## src/rtl/mips_hazard_pkg.sv

```systemverilog
// mips_hazard_pkg: shared select encodings and shadow-stage record for hazard_fwd_unit.
package mips_hazard_pkg;
  localparam int REG_W = 5;
  localparam logic [REG_W-1:0] REG_ZERO = '0;
  typedef enum logic [1:0] {
    FWD_REG   = 2'b00,
    FWD_EXMEM = 2'b01,
    FWD_MEMWB = 2'b10,
    FWD_RSVD  = 2'b11
  } fwd_sel_t;
  typedef struct packed {
    logic             valid;
    logic [REG_W-1:0] rd;
    logic             regwrite;
    logic             memread;
  } stage_info_t;
endpackage

```

## src/rtl/fwd_operand_sel.sv

```systemverilog
// fwd_operand_sel: per-operand match/priority logic against the EX and MEM shadow stages.
module fwd_operand_sel
  import mips_hazard_pkg::*;
(
  input  stage_info_t      ex,
  input  logic             mem_valid,
  input  logic [REG_W-1:0] mem_rd,
  input  logic             mem_regwrite,
  input  logic [REG_W-1:0] src,
  input  logic             uses,
  output fwd_sel_t         sel,
  output logic             load_hit
);
  logic ex_hit, mem_hit;
  assign ex_hit   = uses & ex.valid & ex.regwrite & (ex.rd != REG_ZERO) & (ex.rd == src);
  assign mem_hit  = uses & mem_valid & mem_regwrite & (mem_rd != REG_ZERO) & (mem_rd == src);
  assign sel      = ex_hit ? FWD_EXMEM : mem_hit ? FWD_MEMWB : FWD_REG;
  assign load_hit = ex_hit & ex.memread;
endmodule

```

## src/rtl/hazard_fwd_unit.sv

```systemverilog
// hazard_fwd_unit: EX operand forwarding selects and load-use stall control.
// Define HAZARD_STALL_CNT_EN to build the saturating stall_count counter.
module hazard_fwd_unit
  import mips_hazard_pkg::*;
#(
  parameter int REG_ADDR_W  = 5,
  parameter int STALL_CNT_W = 32
) (
  input  logic                   clk,
  input  logic                   reset,
  input  logic                   id_valid,
  input  logic [REG_ADDR_W-1:0]  id_rs,
  input  logic [REG_ADDR_W-1:0]  id_rt,
  input  logic                   id_uses_rs,
  input  logic                   id_uses_rt,
  input  logic [REG_ADDR_W-1:0]  id_rd,
  input  logic                   id_regwrite,
  input  logic                   id_memread,
  input  logic                   flush,
  output logic [1:0]             fwd_a_sel,
  output logic [1:0]             fwd_b_sel,
  output logic                   stall,
  output logic                   pc_write_en,
  output logic                   ifid_write_en,
  output logic                   idex_bubble,
  output logic [STALL_CNT_W-1:0] stall_count
);
  stage_info_t      ex_q;
  logic             mem_valid, mem_regwrite;
  logic [REG_W-1:0] mem_rd;
  fwd_sel_t         sel_a, sel_b, a_q, b_q;
  logic             load_a, load_b;
  fwd_operand_sel u_sel_a (
    .ex(ex_q), .mem_valid(mem_valid), .mem_rd(mem_rd), .mem_regwrite(mem_regwrite),
    .src(id_rs), .uses(id_uses_rs), .sel(sel_a), .load_hit(load_a)
  );
  fwd_operand_sel u_sel_b (
    .ex(ex_q), .mem_valid(mem_valid), .mem_rd(mem_rd), .mem_regwrite(mem_regwrite),
    .src(id_rt), .uses(id_uses_rt), .sel(sel_b), .load_hit(load_b)
  );
  assign stall         = id_valid & ~flush & (load_a | load_b);
  assign pc_write_en   = ~stall;
  assign ifid_write_en = ~stall;
  assign idex_bubble   = stall | flush;
  assign fwd_a_sel     = a_q;
  assign fwd_b_sel     = b_q;
  // Selects travel with the instruction into EX; a bubble always reads the register file.
  always_ff @(posedge clk) begin
    if (reset) begin
      ex_q         <= '0;
      mem_valid    <= 1'b0;
      mem_rd       <= '0;
      mem_regwrite <= 1'b0;
      a_q          <= FWD_REG;
      b_q          <= FWD_REG;
    end else begin
      mem_valid    <= ex_q.valid;
      mem_rd       <= ex_q.rd;
      mem_regwrite <= ex_q.regwrite;
      ex_q         <= (id_valid & ~idex_bubble)
                      ? stage_info_t'{valid: 1'b1, rd: id_rd, regwrite: id_regwrite, memread: id_memread}
                      : '0;
      a_q          <= idex_bubble ? FWD_REG : sel_a;
      b_q          <= idex_bubble ? FWD_REG : sel_b;
    end
  end
`ifdef HAZARD_STALL_CNT_EN
  logic [STALL_CNT_W-1:0] cnt_q;
  always_ff @(posedge clk) begin
    if (reset) cnt_q <= '0;
    else if (stall && cnt_q != '1) cnt_q <= cnt_q + 1'b1;
  end
  assign stall_count = cnt_q;
`else
  assign stall_count = '0;
`endif
endmodule
```

## config.mk

```make
export PLATFORM = sky130hd
export DESIGN_NAME = hazard_fwd_unit
export DESIGN_NICKNAME = d
export VERILOG_FILES = /design/src/rtl/mips_hazard_pkg.sv /design/src/rtl/fwd_operand_sel.sv /design/src/rtl/hazard_fwd_unit.sv
export SDC_FILE = /design/constraint.sdc
export NUM_CORES = 1
export LEC_CHECK = 0
export ABC_AREA = 0
export CELL_PAD_IN_SITES_DETAIL_PLACEMENT = 1
export CELL_PAD_IN_SITES_GLOBAL_PLACEMENT = 2
export CORE_UTILIZATION = 21
export DETAILED_ROUTE_END_ITERATION = 8
export PLACE_DENSITY_LB_ADDON = 0.1
export SLEW_MARGIN = 20
export SYNTH_ARGS = -nofsm -noshare
export SYNTH_HDL_FRONTEND = slang
export SYNTH_SLANG_ARGS = --single-unit
```

## constraint.sdc

```tcl
create_clock -name clk -period 2.4 [get_ports clk]
set_input_delay 0.48 -clock clk [delete_from_list [all_inputs] [get_ports clk]]
set_output_delay 0.48 -clock clk [all_outputs]
set_load 0.005 [all_outputs]
```

==> run_results.csv <==
group,metric,value,unit
synth,ys_seq_elements,19,
drt,drt-initial-drc-count,19,
cells_and_area,layout-drive-gt1-share,0.2254,
synth,synth-seq-area-share,0.3262,
timing,setup_viol,0,
power_and_ir_drop,peakVddDrop,135.6,µV
global_route,grt_first_pass_wirelength,4664,µm
die,coreArea,0.005238,mm²
clock_network,insertion_delay,250,ps
cells_and_area,n_antenna_cell,0,
die,die_w,76.52,µm
setup_path,crit_type,"reg -> out",
drt,routed_via_density,3.831,
cells_and_area,seq_area,380.4,µm²
die,fp.dieArea,0.005855,mm²
global_route,grt_start_max_net_pins,12,
cells_and_area,final_core_util,0.3022,
clock_network,cts_tree,"done",
drt,first_pass_iters,4,
power_and_ir_drop,power.total,660.1,µW
placed_design,dpl.cell_count,238,
synth,syn_area,0.001166,mm²
power_and_ir_drop,leakage,0.0006893,µW
synth,ys_types,27,
placed_design,dp_hpwl,2488,µm
timing,grt_setup_unrepaired,"yes",
synth,yosys_warnings,0,
timing,finalHoldViolCount,0,
drt,vias,931,
drt,finalWirelength,2930,µm
clock_network,root_buffer,"clkbuf_8",
timing,fin_crit_sh,0.9625,
global_route,antenna_found_initial,0,
die,rows,26,
global_route,grt_pass1_vias,940,
die,die_h,76.52,µm
clock_network,clk_pin_slew,70,ps
placed_design,gp_congestion,0.7561,
cells_and_area,syn2layout_area_growth,35.73,%
timing,whs,487.8,ps
setup_path,startpoint_type,"flop",
global_route,grt_overflow,0,
cells_and_area,nets,197,
cells_and_area,fill_cells,622,
synth,synth_cells,126,
placed_design,port_buffers,30,
timing,finClkSkew,4.103,ps
cells_and_area,multi_input_area,663.1,µm²
setup_path,end_kind,"output pin",
setup_path,cp_max_fo,4,
power_and_ir_drop,power_density,417.0,mW/mm²
drt,avgRoutedWirePerCell,12.06,µm
run,drv_cap,0,
drt,antenna_left,0,
cells_and_area,final_cells,243,
setup_path,cp.arrival,1830,ps
hold_path,hold_path_class,"reg -> reg",
timing,drv_slew,0,
status,status,"complete, no violations",
die,initial_utilization,0.2226,
timing,period_needed,2310,ps
setup_path,required,1920,ps
clock_network,cts_hold_buf,0,
clock_network,clkSinkCount,19,
drt,drcViolationCount,0,
clock_network,clockBufferDepth,2,
clock_network,numCtsBuffers,3,
timing,fmax,0.4329,GHz
clock_network,htreeDepth,1,
synth,syn_avg_cell_area,9.255,µm²
die,pin_count,63,
global_route,grt.total_usage,0.1020,
## worst max-delay path: stages (launching register included)
cell and delay [ps]:
dfxtp_1 310, or4_4 530, o211ai_1 290, nor3_2 140, o21ai_4 170, buf_2 130
## state kept, by name (all words and copies together) (netlist names)
register      count
mem_rd            5
fwd_b_sel         2
ex_q              8
mem_regwrite      1
fwd_a_sel         2
mem_valid         1
## placed cells by master, fill, tap and decap left out
cell type and count:
a311oi_1 2, nand3_1 7, clkbuf_8 3, a41o_1 1, dlygate4sd2_1 11, xnor2_2 1
o211ai_1 1, xor2_1 8, nand2_1 4, conb_1 32, clkbuf_1 1, buf_2 2
or4_1 1, o21ai_4 1, nor4_1 2, nor2b_1 7, nand4_1 4, and3_1 2
xnor2_1 11, nor3_1 1, dfxtp_1 19, nor3_2 1, clkdlybuf4s50_1 16, and2_4 1
o211a_1 1, clkbuf_2 1, nor2_1 2, o2111a_1 1, and3_4 1, o22ai_2 1
buf_4 18, a21oi_2 8, or4_4 1
## kinds of logic after synthesis
group / synth area share
buffers and inverters: 0.2285
AND/OR/NAND/NOR: 0.1684
XOR/XNOR: 0.1502
flip-flops: 0.3262
AO/OA/AOI/OAI: 0.1234
other: 0.003216
## synth_stat cells
cell | number | area [µm²]
buf_6 | 1 | 11.26
nand3_1 | 7 | 35.03
and2_4 | 1 | 8.760
a21oi_2 | 8 | 70.07
o2111a_1 | 1 | 11.26
nor2_1 | 2 | 7.510
dfxtp_1 | 19 | 380.4
and3_1 | 2 | 12.51
nor4_1 | 2 | 12.51
o22ai_2 | 1 | 12.51
o21ai_0 | 1 | 5.000
conb_1 | 1 | 3.750
a311oi_1 | 2 | 17.52
clkbuf_1 | 2 | 7.510
nand2_1 | 4 | 15.01
xnor2_1 | 12 | 105.1
nor2b_1 | 7 | 43.79
o211a_1 | 1 | 10.01
buf_4 | 33 | 247.7
nor3_1 | 2 | 10.01
a41o_1 | 1 | 10.01
o211ai_1 | 1 | 7.510
or4_4 | 1 | 11.26
and3_2 | 1 | 7.510
nand4_1 | 4 | 25.02
or4_1 | 1 | 7.510
xor2_1 | 8 | 70.07
## final timing paths
path                 from            to  slack (ps)  depth (start not counted)
hold / removal    ex_q[7]     mem_valid         490                          1
setup / recovery  ex_q[2]   pc_write_en          90                          5
setup reg to reg  ex_q[2]  fwd_a_sel[1]         610                          5
hold reg to reg   ex_q[7]     mem_valid         490                          1
## routing by layer
metal  wire length, µm  share of wire  vias up  track usage
li1                  -              -      458            -
met1              1359           0.46      435       0.1235
met2              1406           0.48       36       0.1784
met3               135          0.046        2      0.01677
met4                27         0.0092        0      0.04038
met5                 0              0        -            0
## repair_timing
item                       CTS  global route
setup endpoints to repair    4             4
resized for setup           25             3
pin swaps                    9             6
setup buffers                3             0
## area by class of cell
cell class	count	area share
Timing Repair Buffer	48	0.2569
Sequential cell	19	0.2403
Tap cell	70	0.05534
Clock buffer	4	0.02846
Multi-Input combinational cell	102	0.4190
## stage by stage
| step | instance area (µm²) | setup TNS [ps] | setup WS [ps] |
|---|---|---|---|
| 2_1_floorplan | 1282 | 0 | 343.6 |
| 3_3_place_gp | 1531 | -1410 | -362.4 |
| 3_5_place_dp | 1531 | -1567 | -406.4 |
| 4_1_cts | 1590 | 0 | 0.8760 |
| 5_1_grt | 1583 | -40.57 | -23.81 |
| 6_report | 1583 | 0 | 90.07 |
## report_power, final
part,internal [µW],switching (µW)
registers,321,4.87
logic,63.3,54.7
clock network,118,98.1
(Power assumes the default switching activity.)
